--- src/rtl/int_aggregator.sv ---
// ---------------------------------------------------------------------------
// int_aggregator
//   Collects up to eight asynchronous peripheral interrupt requests into a
//   single registered interrupt line for the CPU interrupt controller.
//   Each source is synchronised, rising-edge captured into a pending bit and
//   gated by a software mask. PENDING, MASK and CAUSE registers are reachable
//   over a small strobe-based register port. Any write to PENDING forces the
//   interrupt line low for HOLDOFF cycles. This lets the controller see a low
//   before the line is asserted again.
//
// Parameters
//   N        number of request sources (1..8)
//   HOLDOFF  cycles the interrupt line stays low after a PENDING write (1..15)
//
// Ports
//   clk      system clock, all state on the rising edge
//   rst      asynchronous active-low reset
//   req      [N-1:0] asynchronous level requests, rising edge = new interrupt
//   addr     [1:0] register select: 0 PENDING, 1 MASK, 2 CAUSE, 3 reserved
//   we       write strobe
//   re       read strobe
//   wdata    [7:0] write data
//   rdata    [7:0] registered read data, holds when re is low
//   int_req  registered interrupt request to the controller
// ---------------------------------------------------------------------------
module int_aggregator #(
    parameter int N       = 8,
    parameter int HOLDOFF = 2
) (
    input  logic         clk,
    input  logic         rst,
    input  logic [N-1:0] req,
    input  logic [1:0]   addr,
    input  logic         we,
    input  logic         re,
    input  logic [7:0]   wdata,
    output logic [7:0]   rdata,
    output logic         int_req
);

    localparam logic [1:0] ADDR_PENDING = 2'd0;
    localparam logic [1:0] ADDR_MASK    = 2'd1;
    localparam logic [1:0] ADDR_CAUSE   = 2'd2;
    localparam logic [3:0] HOLD_LOAD    = 4'(HOLDOFF);

    // -----------------------------------------------------------------------
    // State
    // -----------------------------------------------------------------------
    logic [N-1:0] sync_s1;
    logic [N-1:0] sync_s2;
    logic [N-1:0] prev;
    logic [N-1:0] pending;
    logic [N-1:0] mask;
    logic [3:0]   hold;

    // -----------------------------------------------------------------------
    // Next-state terms
    // -----------------------------------------------------------------------
    logic         wr_pending;
    logic         wr_mask;
    logic [N-1:0] edge_det;
    logic [N-1:0] clear_bits;
    logic [N-1:0] pending_next;
    logic [N-1:0] mask_next;
    logic [3:0]   hold_next;
    logic         int_next;

    // Register read view, widened to the 8-bit bus
    logic [7:0]   pending_view;
    logic [7:0]   mask_view;
    logic [7:0]   active_view;
    logic [2:0]   low_index;
    logic [7:0]   cause_view;
    logic [7:0]   rd_mux;

    assign wr_pending = we && (addr == ADDR_PENDING);
    assign wr_mask    = we && (addr == ADDR_MASK);

    // prev resets to 0. A request that is still high when reset is released
    // therefore produces exactly one edge.
    assign edge_det   = sync_s2 & ~prev;

    assign clear_bits = wr_pending ? wdata[N-1:0] : '0;

    // A new edge wins over a simultaneous write-1-to-clear on the same bit.
    assign pending_next = edge_det | (pending & ~clear_bits);

    assign mask_next = wr_mask ? wdata[N-1:0] : mask;

    // Every PENDING write reloads the window, including an all-zero write and
    // a write made while the window is still running.
    always_comb begin
        hold_next = hold;
        if (wr_pending) begin
            hold_next = HOLD_LOAD;
        end else if (hold != 4'd0) begin
            hold_next = hold - 4'd1;
        end
    end

    // Evaluated on next-state values, so new edges, mask writes and the end
    // of the hold-off window show on the line at the same edge they land.
    assign int_next = (|(pending_next & mask_next)) && (hold_next == 4'd0);

    // -----------------------------------------------------------------------
    // Read path
    // -----------------------------------------------------------------------
    assign pending_view = 8'(pending);
    assign mask_view    = 8'(mask);
    assign active_view  = pending_view & mask_view;

    // Lowest-numbered active source. The loop runs downward, so the last
    // match it makes is the lowest index.
    always_comb begin
        low_index = 3'd0;
        for (int i = 7; i >= 0; i--) begin
            if (active_view[i]) begin
                low_index = 3'(i);
            end
        end
    end

    assign cause_view = {|active_view, 4'b0000, low_index};

    always_comb begin
        rd_mux = 8'h00;
        case (addr)
            ADDR_PENDING: rd_mux = pending_view;
            ADDR_MASK:    rd_mux = mask_view;
            ADDR_CAUSE:   rd_mux = cause_view;
            default:      rd_mux = 8'h00;
        endcase
    end

    // -----------------------------------------------------------------------
    // Registers
    // -----------------------------------------------------------------------
    always_ff @(posedge clk or negedge rst) begin
        if (!rst) begin
            sync_s1 <= '0;
            sync_s2 <= '0;
            prev    <= '0;
        end else begin
            sync_s1 <= req;
            sync_s2 <= sync_s1;
            prev    <= sync_s2;
        end
    end

    always_ff @(posedge clk or negedge rst) begin
        if (!rst) begin
            pending <= '0;
            mask    <= '0;
            hold    <= 4'd0;
            int_req <= 1'b0;
        end else begin
            pending <= pending_next;
            mask    <= mask_next;
            hold    <= hold_next;
            int_req <= int_next;
        end
    end

    // Reads return pre-edge register values. A read and a clear of PENDING
    // in the same cycle therefore report the bits being cleared.
    always_ff @(posedge clk or negedge rst) begin
        if (!rst) begin
            rdata <= 8'h00;
        end else if (re) begin
            rdata <= rd_mux;
        end
    end

endmodule

--- config.mk ---
export PLATFORM = sky130hd
export DESIGN_NAME = int_aggregator
export DESIGN_NICKNAME = d
export VERILOG_FILES = /design/src/rtl/int_aggregator.sv
export SDC_FILE = /design/constraint.sdc
export NUM_CORES = 1
export LEC_CHECK = 0
export CAP_MARGIN = 0
export CORE_AREA = 2 2 73 75
export CTS_CLUSTER_DIAMETER = 80
export CTS_CLUSTER_SIZE = 16
export DETAILED_ROUTE_END_ITERATION = 10
export DIE_AREA = 0 0 75 77
export GPL_ROUTABILITY_DRIVEN = 0
export PLACE_DENSITY_LB_ADDON = 0.12
export SLEW_MARGIN = 20
export SYNTH_ARGS = -nofsm -noshare
export SYNTH_HDL_FRONTEND = slang
export SYNTH_SLANG_ARGS = --single-unit
--- constraint.sdc ---
create_clock -name clk -period 3.1 [get_ports clk]
set_input_delay 0.62 -clock clk [delete_from_list [all_inputs] [get_ports clk]]
set_output_delay 0.62 -clock clk [all_outputs]
set_load 0.05 [all_outputs]
# Yosys cells after proc, flatten, opt, wreduce, memory -nomap -nowiden
# Index checks and enable logic that the tools add are counted.
# W data, S select, Z words.
# classes
n_eq_ne	2
addsub	1
n_reduce_logical	8
bitwise_logic	7
muxes	13
# ops
op	n
$and A8 B8 Y8	4
$mux W3	8
$pmux W8 S3	1
$mux W8	2
$not A8 Y8	2
$reduce_or A8 Y1	2
$mux W4	2
$or A8 B8 Y8	1
$logic_not A4 Y1	1
$reduce_bool A4 Y1	1
$sub A4 B1 Y4 const B	1
$logic_and A1 B1 Y1	3
$eq A2 B1 Y1 const B	1
$eq A2 B2 Y1 const B	1
$logic_not A2 Y1	1
# totals
word_cells	39
regBits	53
input_bits	22
output_inout_bits	9

# Logic depth before layout (Yosys ltp)
# Gate-level depths: netlist of run 1.
# depth
ltp_word	10
depth_mapped	7
depth_no_buf	6

# Worst setup path before layout of run 1
# No wires, ideal clock.
# synth_path
path_kind	input port to flip-flop
start	input port addr[1]
end	register int_req
cell_stages	6
required_ps	2972
slack_ps	1172
t_arrival_ps	1799
path_buffers	1
setup_ps	128
path_cell_list	buf_6 > nand3b_4 > mux2_4 > a22o_1 > nor4_1 > nor4_1
# synth_via
elab_cells_between_ends	14
cone_classes	eq/ne (1); mux (3); bitwise (4); reduce/logical (6)
# synth_rtl
element	line	source
start, declared	33	input logic [1:0] addr,
$eq A2 B1 Y1	77	assign wr_mask = we && (addr == ADDR_MASK);
$logic_and A1 B1 Y1	77	
$mux W8	88	assign mask_next = wr_mask ? wdata[N-1:0] : mask;
net mask_next[6]	64	logic [N-1:0] mask_next;
$and A8 B8 Y8	103	assign int_next = (|(pending_next & mask_next)) && (hold_next == 4'd0);
$reduce_or A8 Y1	103	
$logic_and A1 B1 Y1	103	
net int_next	66	logic int_next;
end signal, assigned	160	int_req <= int_next;
end, declared	38	output logic int_req
# The timed path passes the listed nets, and every way through them passes these cells.
# A chain may end at the register's enable or synchronous reset.

# Worst setup path in the final report of run 1
# layout_path
start	input port addr[1]
end	register int_req
# layout_via
elab_chain_len	9
elab_cells_between_ends	14
cone_classes	eq/ne (1); mux (3); bitwise (4); reduce/logical (6)
# layout_lines
element	line	source
$logic_not A2 Y1	76	assign wr_pending = we && (addr == ADDR_PENDING);
$logic_and A1 B1 Y1	76	
$mux W8	83	assign clear_bits = wr_pending ? wdata[N-1:0] : '0;
$not A8 Y8	86	assign pending_next = edge_det | (pending & ~clear_bits);
$and A8 B8 Y8	86	
$or A8 B8 Y8	86	
net pending_next[2]	63	logic [N-1:0] pending_next;
$and A8 B8 Y8	103	
$reduce_or A8 Y1	103	
$logic_and A1 B1 Y1	103	
net int_next	66	
# The timed path passes the listed nets, and every way through them passes these cells.

==> results of run 1 <==
-- through the flow --
step	cell area (um^2)	hold WS, ps	setup WS [ps]	util [%]	power (W)
floorplan	2150	324	1170	-	0.00112
global placement	2540	332	346	51.1	0.00125
detailed placement	2540	335	263	51.1	0.00127
CTS	2640	350	573	53.0	0.00168
global route	2640	355	458	53.0	0.00176
finish	2640	340	623	53.0	0.00166
-- sequential cells by signal (all words and copies together), names as in the netlist --
signal,flops
mask,8
rdata,8
prev,8
hold,4
sync_s1,8
sync_s2,8
int_req,1
pending,8
-- metal layers --
| metal | global-route usage, % | share of wire (%) | up-vias |
|---|---|---|---|
| li1 | - | - | 680 |
| met1 | 21.0 | 43 | 720 |
| met2 | 25.1 | 51 | 40 |
| met3 | 4.60 | 4.4 | 7 |
| met4 | 6.43 | 1.8 | 0 |
| met5 | 0 | 0 | - |
-- layout make-up --
cell class                      instances  area share (%)
Multi-Input combinational cell         95            27.6
Timing Repair Buffer                   34            12.3
Clock inverter                          2           0.522
Clock buffer                            6            3.13
Tap cell                               70            3.32
Inverter                               20            2.85
Sequential cell                        53            50.3
-- layout by cell type (no fill, tap or decap) --
cell              n
a21oi_1           9
nor2b_1           1
or3_1             1
o21ai_0           1
o221ai_1          6
buf_2             1
o21ai_1           3
nand2b_1         12
clkinv_2          1
a31oi_1           1
or3b_1            1
mux2_2            5
nand3_1           1
nor3b_4           1
mux2_1            1
mux2i_1           8
o2bb2ai_1         4
mux2_4            2
clkbuf_8          6
dfrtp_1          53
a32o_1            1
nand2_1           7
a41oi_1           2
clkdlybuf4s50_1  29
nand3b_1          2
nand3b_4          1
a22o_1            5
nor4_1            2
buf_4             4
inv_1            20
ha_1              1
a22oi_1           5
nor3_1            2
o221ai_2          2
xnor2_1           1
clkinv_4          1
nor2_1            7
-- worst reg2reg max path, delay by kind of cell (launching register included) --
family / cells / cell delay [ps]
DFF: 1 / 430
and+or+nand+nor: 2 / 420
adders and majority gates: 1 / 270
AOI/OAI and AO/OA: 2 / 260
buffers and inverters: 1 / 80
-- kinds of logic after synthesis --
group / Yosys count
AND/OR/NAND/NOR: 38
AO/OA/AOI/OAI: 39
multiplexers: 16
adder cells (fa/ha/maj): 1
XOR/XNOR: 1
flip-flops: 53
buffers and inverters: 23
-- power by group through the flow --
stage               Combinational [W]  Sequential, W  Clock [W]
finish                       0.000421       0.000841   0.000397
global route                 0.000466       0.000854   0.000445
CTS                          0.000425       0.000839   0.000416
detailed placement           0.000422       0.000853          0
global placement             0.000403       0.000848          0
floorplan                    0.000229       0.000894          0
-- path summary, 6_finish.rpt --
path,from,end,depth (start not counted)
hold reg to reg,sync_s1[1]$_DFF_PN0_,sync_s2[1]$_DFF_PN0_,0
setup / recovery,addr[1],int_req$_DFF_PN0_,6
max in group asynchronous,rst,sync_s2[2]$_DFF_PN0_,2
hold / removal,sync_s1[1]$_DFF_PN0_,sync_s2[1]$_DFF_PN0_,0
min in group asynchronous,rst,rdata[5]$_DFFE_PN0P_,1
setup reg to reg,hold[0]$_DFF_PN0_,int_req$_DFF_PN0_,6
==> run_results.csv, run 1 <==
group,metric,value,unit
global_route,grt_pass1_wl,6.89,mm
placed_design,port-buffer-count,30,
pwr,p_sw,0.000517,W
final_layout,num_antenna_cells,0,
synth,synthArstFlopShare,100,%
sta,hold_viol_final,0,
pwr,clkPwrFrac,23.9,%
synth,synthAdderAreaFrac,0.581,%
global_route,grt_pass1_vias,1478,
worst_setup_path,path_max_fanout,9,
sta,fin_setup_tns,0,ps
clocking,clock-sinks,53,
worst_setup_path,cp_slowest_cell,"clkdlybuf4s50_1",
synth,synth_cell_types,34,
final_layout,synthToLayoutAreaGrowth,22.6,%
hold_path,hold_class,"flop to flop",
pwr,p_comb_share,25.4,%
floorplanning,initial_core_util,43.2,%
synth,ys_seq_elements,53,
pwr,powerDensity,629,nW/um^2
worst_setup_path,rrSetupSlack,1530,ps
clocking,cts_inserted_buffers,5,
run,cap_violations,0,
synth,synth_top_cell_by_area,"dfrtp_1",
drt,routedWlPerCell,14.5,um
global_route,grt_overflow,0,
clocking,root_buffer,"clkbuf_8",
synth,synthMuxAreaShare,8.26,%
synth,yosysSeqAreaShare,61.6,%
synth,synthCells,171,
worst_setup_path,cp_top_family,"simple AND/OR/NAND/NOR gates",
placed_design,hpwlAfterDp,3.05,mm
clocking,post-cts-setup-buffers,0,
drt,ant_nets,0,
sta,period_needed,2480,ps
floorplanning,core,4980,um^2
worst_setup_path,crit_buf_inv,1,
clocking,ctsHoldBuffers,0,
pwr,share_seq_of_total_power,50.7,%
clocking,cts.path.max_buffers,2,
global_route,grt_use_total,16.1,%
drt,drt-initial-drc-count,56,
clocking,cts_tree,"yes",
floorplanning,ios,31,
clocking,clk_transition_reported_paths,90,ps
clocking,cts_htree_levels,2,
worst_setup_path,worstSetupEndpointType,"flop",
final_layout,fin_cells,280,
worst_setup_path,cp.required,3270,ps
sta,clock_skew,17.0,ps
worst_setup_path,crit_type,"input pin to flop",
final_layout,fillers,452,
drt,routed_wl,4.07,mm
sta,rsz0062_at_grt,"no",
clocking,clk_latency,300,ps
synth,synthFlopType,"dfrtp_1",
synth,syn_area,2150,um^2
worst_setup_path,worstPathArrival,2650,ps
synth,synth_area_leaders,"dfrtp_1, mux2i_1, inv_1",
synth,synth_simple_gate_area_share,10.7,%
sta,maxSlewViolCount,0,
worst_setup_path,slowest_delay,590,ps
floorplanning,die_area,5780,um^2
final_layout,final_nets,232,
floorplanning,die_w,75,um
run_status,status,"finished, final reports clean",
sta,fin_crit_sh,79.9,%
final_layout,register_area,1330,um^2
sta,relSlewSlack,48.1,%
pwr,switching_share,31.2,%
synth,synth_edf_count,0,
synth,yosysWarningCount,0,
synth,synth.avg_cell_area,12.6,um^2
synth,synth_compound_area_share,13.8,%
sta,fmaxAchievable,404,MHz
sta,final-setup-viol-count,0,
final_layout,multi_input_area,727,um^2
floorplanning,fp.dieH,77,um
pwr,ir_worst_vdd,0.451,mV
final_layout,drive_above_1_share,11.4,%
placed_design,place_inst,272,
sta,worst_pin_slew,779,ps
global_route,antenna_found_initial,0,
worst_setup_path,crit_path_frequent_cell,"nor4_1",
drt,drcViolationCount,0,
global_route,grt_max_degree,38,
drt,viasPerCell,5.17,
synth,ys_top_cells_by_count,"dfrtp_1, inv_1, nand2b_1, a21oi_1, mux2i_1",
pwr,power_leakage,1.22,nW
drt,vias,1447,
clocking,ctsResizeCount,0,
pwr,p_int,0.00114,W
worst_setup_path,path_cells,"clkdlybuf4s50_1, nor3b_4, o221ai_1, a22o_1, nor4_1, nor4_1",
synth,synth.most_common_cell,"dfrtp_1",
drt,firstDrtPassIters,4,
synth,syn-num-nets,194,
worst_setup_path,cp-start-kind,"input pin",
synth,synth_top_area_share,61.6,%
floorplanning,rows,26,
synth,synth_top_family_by_area,"compound AO/OA/AOI/OAI gates",
synth,synth_xor_area_share,0.407,%
Power figures use the tool's default switching activity.
==> inputs of run 2 (changes only) <==
Clock period 3.1 ns to 2.5 ns, I/O delays scaled along.
==> run 2 against run 1 <==
Final cell count is 0.36% higher; register-to-register slack worse by 610 ps; first-iteration DRC count is 30% lower; clock-buffer cell count is 2 higher; clock power is 14% higher; utilization is 0.075 points higher; flip-flop and latch count stayed put; largest power group unchanged; sequential share of layout area is 0.071 points lower; design area is 0.14% higher; largest cell class unchanged; hold slack worse by 170 ps.
==> run_results.csv, run 2 (synthesis gave the netlist of run 1 again) <==
group,metric,value,unit
run_status,status,"finished, final reports clean",
run,cap_violations,0,
sta,fin_setup_tns,0,ps
floorplanning,die_area,5780,um^2
clocking,clk_latency,300,ps
sta,relSlewSlack,66.8,%
global_route,grt_max_degree,54,
sta,fin_hold_ws,173,ps
worst_setup_path,crit_type,"input pin to flop",
global_route,antenna_found_initial,0,
sta,fin_crit_sh,84.7,%
pwr,ir_worst_vdd,0.475,mV
placed_design,pre_cts_ws,42.5,ps
clocking,ctsResizeCount,0,
clocking,clk_transition_reported_paths,90,ps
pwr,powerDensity,761,nW/um^2
sta,fmaxAchievable,472,MHz
drt,routed_wl,3.94,mm
floorplanning,die_w,75,um
clocking,cts_tree,"yes",
sta,worst_pin_slew,496,ps
sta,clock_skew,9.93,ps
clocking,root_buffer,"clkbuf_8",
clocking,cts_inserted_buffers,5,
pwr,power_leakage,1.22,nW
floorplanning,ios,31,
floorplanning,rows,26,
worst_setup_path,worstSetupEndpointType,"flop",
drt,drt-initial-drc-count,39,
final_layout,final_cell_mix,"dfrtp_1, clkdlybuf4s50_1, inv_1, nand2b_1, a21oi_1",
drt,viasPerCell,4.99,
floorplanning,fp.dieH,77,um
global_route,grt_use_total,15.3,%
drt,drcViolationCount,0,
sta,rsz0062_at_grt,"no",
worst_setup_path,cp.required,2670,ps
worst_setup_path,worstPathArrival,2290,ps
drt,routedWlPerCell,14.0,um
final_layout,final_nets,233,
sta,period_needed,2120,ps
placed_design,hpwlAfterDp,2.93,mm
global_route,grt_pass1_vias,1439,
final_layout,num_antenna_cells,0,
clocking,ctsHoldBuffers,0,
global_route,grt_pass1_wl,6.77,mm
sta,worst_slack,382,ps
clocking,post-cts-setup-buffers,0,
clocking,cts_htree_levels,2,
final_layout,finalCoreUtilization,53.1,%
final_layout,drive_above_1_share,10.4,%
clocking,cts.path.max_buffers,2,
drt,firstDrtPassIters,4,
worst_setup_path,cp-start-kind,"input pin",
final_layout,final_common_cell,"dfrtp_1",
worst_setup_path,path_max_fanout,8,
hold_path,hold_class,"input pin to async pin",
global_route,grt_overflow,0,
drt,vias,1401,
clocking,clock-sinks,53,
drt,ant_nets,0,
sta,final-setup-viol-count,0,
final_layout,synthToLayoutAreaGrowth,22.7,%
placed_design,port-buffer-count,30,
sta,hold_viol_final,0,
floorplanning,core,4980,um^2
floorplanning,initial_core_util,43.2,%
sta,maxSlewViolCount,0,
[run 2: changes by cell type in the layout (fill, tap and decap cells not counted)]
| cell | delta |
|---|---|
| buf_12 | +1 |
| clkbuf_1 | +3 |
| clkbuf_8 | -1 |
| clkinv_2 | -1 |
| clkinv_4 | -1 |
[run 2: metrics by stage]
step	total power [W]	cells	cell area (um^2)
after floorplan	0.00139	171	2150
after global placement	0.00156	273	2560
after global routing	0.00214	281	2640
after CTS	0.00203	281	2640
after detailed placement	0.00158	273	2560
final	0.00201	281	2640
[run 2: path summary, 6_finish.rpt]
path / from / slack, ps / to / depth (start not counted)
setup reg to reg: hold[0]$_DFF_PN0_ / 920 / hold[0]$_DFF_PN0_ / 5
hold / removal: rst / 170 / rdata[0]$_DFFE_PN0P_ / 2
max in group asynchronous: rst / 2080 / prev[7]$_DFF_PN0_ / 2
min in group clk: sync_s1[2]$_DFF_PN0_ / 350 / sync_s2[2]$_DFF_PN0_ / 0
setup / recovery: addr[0] / 380 / int_req$_DFF_PN0_ / 7
hold reg to reg: sync_s1[2]$_DFF_PN0_ / 350 / sync_s2[2]$_DFF_PN0_ / 0
[run 2: critical path, stage by stage]
cell and delay, ps:
clkdlybuf4s50_1 520, nor3b_4 350, buf_4 220, o221ai_2 110
a22o_1 190, nor4_1 310, nor4_1 90
[run 2: cell type report]
| cell class | instances | area, um^2 |
|---|---|---|
| fill | 441 | 2340 |
| sequential | 53 | 1330 |
| multi-input combinational | 95 | 727 |
| timing repair buffer | 35 | 345 |
| tap | 70 | 87.6 |
| clock buffer | 8 | 80.1 |
| inverter | 20 | 75.1 |
[run 2: per-layer routing]
| metal | wire length [um] | track usage (%) | vias to the layer above |
|---|---|---|---|
| met4 | 55 | 4.82 | 0 |
| li1 | - | - | 685 |
| met1 | 1770 | 20.4 | 686 |
| met5 | 0 | 0 | - |
| met2 | 1980 | 24.4 | 24 |
| met3 | 135 | 3.55 | 6 |
[run 2: power breakdown]
group          switching (W)  internal (W)  total, W
logic               0.000283      0.000237  0.000520
clock network       0.000254      0.000200  0.000453
registers          0.0000818      0.000956   0.00104
==> inputs of run 3 (changes only) <==
Clock period 2.5 ns to 1.9 ns, I/O delays scaled along.
==> run 3 against run 2 <==
Clock skew rose by 0.91 ps; register-to-register slack worse by 580 ps; die area did not move; largest power group unchanged; final cell count rose by 0.36%; clock power rose by 25%; global-route usage grew 0.45 points; critical path depth fell by 6; via count shrank 0.93%; utilization grew 0.53 points; first-iteration DRC count rose by 49%.
==> run_results.csv, run 3 (synthesis gave the netlist of run 1 again) <==
group,metric,value,unit
clocking,clk_transition_reported_paths,90,ps
drt,routed_wl,3.93,mm
worst_setup_path,cp-start-kind,"flop",
final_layout,final_cell_mix,"dfrtp_1, clkdlybuf4s50_1, inv_1, nand2b_1, a21oi_1",
floorplanning,ios,31,
global_route,grt_pass1_vias,1465,
global_route,antenna_found_initial,0,
placed_design,hpwlAfterDp,2.96,mm
worst_setup_path,path_cells,"clkdlybuf4s50_1",
worst_setup_path,worstReg2RegStart,"hold[0]$_DFF_PN0_",
pwr,powerDensity,979,nW/um^2
drt,vias,1388,
final_layout,synthToLayoutAreaGrowth,24.0,%
final_layout,final_nets,236,
floorplanning,die_w,75,um
clocking,cts_htree_levels,2,
floorplanning,fp.dieH,77,um
worst_setup_path,slowest_delay,810,ps
final_layout,drive_above_1_share,13.7,%
placed_design,place_inst,275,
placed_design,port-buffer-count,30,
worst_setup_path,worstPathArrival,1460,ps
sta,fin_setup_tns,0,ps
sta,hold_viol_final,0,
sta,fmaxAchievable,544,MHz
sta,relSlewSlack,66.5,%
global_route,grt_use_total,15.7,%
clocking,clk_latency,300,ps
drt,viasPerCell,4.92,
worst_setup_path,crit_buf_inv,1,
worst_setup_path,worstSetupEndpointType,"output port",
pwr,p_total,0.00261,W
drt,routedWlPerCell,13.9,um
worst_setup_path,cp_num_cells,1,
worst_setup_path,cp_slowest_cell,"clkdlybuf4s50_1",
floorplanning,die_area,5780,um^2
worst_setup_path,crit_start,"rdata[5]$_DFFE_PN0P_",
worst_setup_path,crit_type,"flop to output port",
sta,fin_crit_sh,96.7,%
drt,drt-initial-drc-count,58,
clocking,cts.path.max_buffers,2,
hold_path,hold_class,"input pin to async pin",
run,cap_violations,0,
clocking,cts_inserted_buffers,5,
sta,clock_skew,10.8,ps
worst_setup_path,cp_top_family,"buffers and inverters",
run_status,status,"finished, final reports clean",
drt,drcViolationCount,0,
floorplanning,initial_core_util,43.2,%
sta,maxSlewViolCount,0,
global_route,grt_max_degree,35,
floorplanning,core,4980,um^2
sta,worst_pin_slew,502,ps
clocking,cts_tree,"yes",
global_route,grt_pass1_wl,6.96,mm
final_layout,fin_cells,282,
sta,final-setup-viol-count,0,
global_route,grt_overflow,0,
sta,period_needed,1840,ps
pwr,power_leakage,1.27,nW
worst_setup_path,rrSetupSlack,340,ps
floorplanning,rows,26,
drt,ant_nets,0,
worst_setup_path,cp.required,1520,ps
drt,firstDrtPassIters,4,
clocking,root_buffer,"clkbuf_8",
final_layout,final_common_cell,"dfrtp_1",
final_layout,num_antenna_cells,0,
worst_setup_path,path_max_fanout,2,
pwr,ir_worst_vdd,0.711,mV
clocking,clock-sinks,53,
sta,rsz0062_at_grt,"no",
worst_setup_path,worst_r2r_path_depth,5,
[run 3: changes by cell type in the layout (fill, tap and decap cells not counted), moves of 2 or more]
cell             change
dlygate4sd2_1        +2
buf_4                +4
clkbuf_1             -3
dlymetal6s2s_1       +3
clkdlybuf4s50_1      -7
[run 3: through the flow]
stage / instance area [um^2] / setup WS (ps) / hold WS [ps] / utilization (%)
final: 2670 / 63.2 / 35.4 / 53.6
after CTS: 2660 / 22.1 / 54.4 / 53.4
after detailed placement: 2570 / -387 / 336 / 51.7
after global routing: 2670 / 0.810 / 60.6 / 53.6
after floorplan: 2150 / 212 / 84.4 / -
after global placement: 2570 / -358 / 332 / 51.7
[run 3: per-layer routing]
| metal | part of all wire [%] | vias to the layer above | global-route usage, % |
|---|---|---|---|
| met1 | 45 | 669 | 20.1 |
| met5 | 0 | - | 0 |
| li1 | - | 683 | - |
| met2 | 50 | 31 | 25.4 |
| met3 | 3.7 | 5 | 3.94 |
| met4 | 1.5 | 0 | 5.89 |
[run 3: report_power, final]
group | leakage [nW] | switching (W) | internal [W]
registers | 0.610 | 0.000108 | 0.00126
clock network | 0.0399 | 0.000325 | 0.000243
logic | 0.623 | 0.000367 | 0.000310
total | 1.27 | 0.000800 | 0.00181
[run 3: area by class of cell]
cell class | instances | area [um^2]
Timing Repair Buffer | 38 | 372
Clock buffer | 5 | 68.8
Sequential cell | 53 | 1330
Clock inverter | 1 | 5.00
Fill cell | 451 | 2310
Tap cell | 70 | 87.6
Multi-Input combinational cell | 95 | 733
Inverter | 20 | 75.1
[run 3: worst paths after layout]
| kind | to |
|---|---|
| worst max-delay path | rdata[5] |
| max in group asynchronous | prev[4]$_DFF_PN0_ |
| min in group clk | sync_s2[3]$_DFF_PN0_ |
| worst min-delay path | rdata[4]$_DFFE_PN0P_ |
| worst min register to register | sync_s2[3]$_DFF_PN0_ |
| worst max register to register | hold[0]$_DFF_PN0_ |
[run 3: timing repair]
action,in CTS,in global routing
setup endpoints to repair,1,3
gates cloned,0,0
buffers inserted,1,0
hold buffers,0,0
resized for setup,4,3
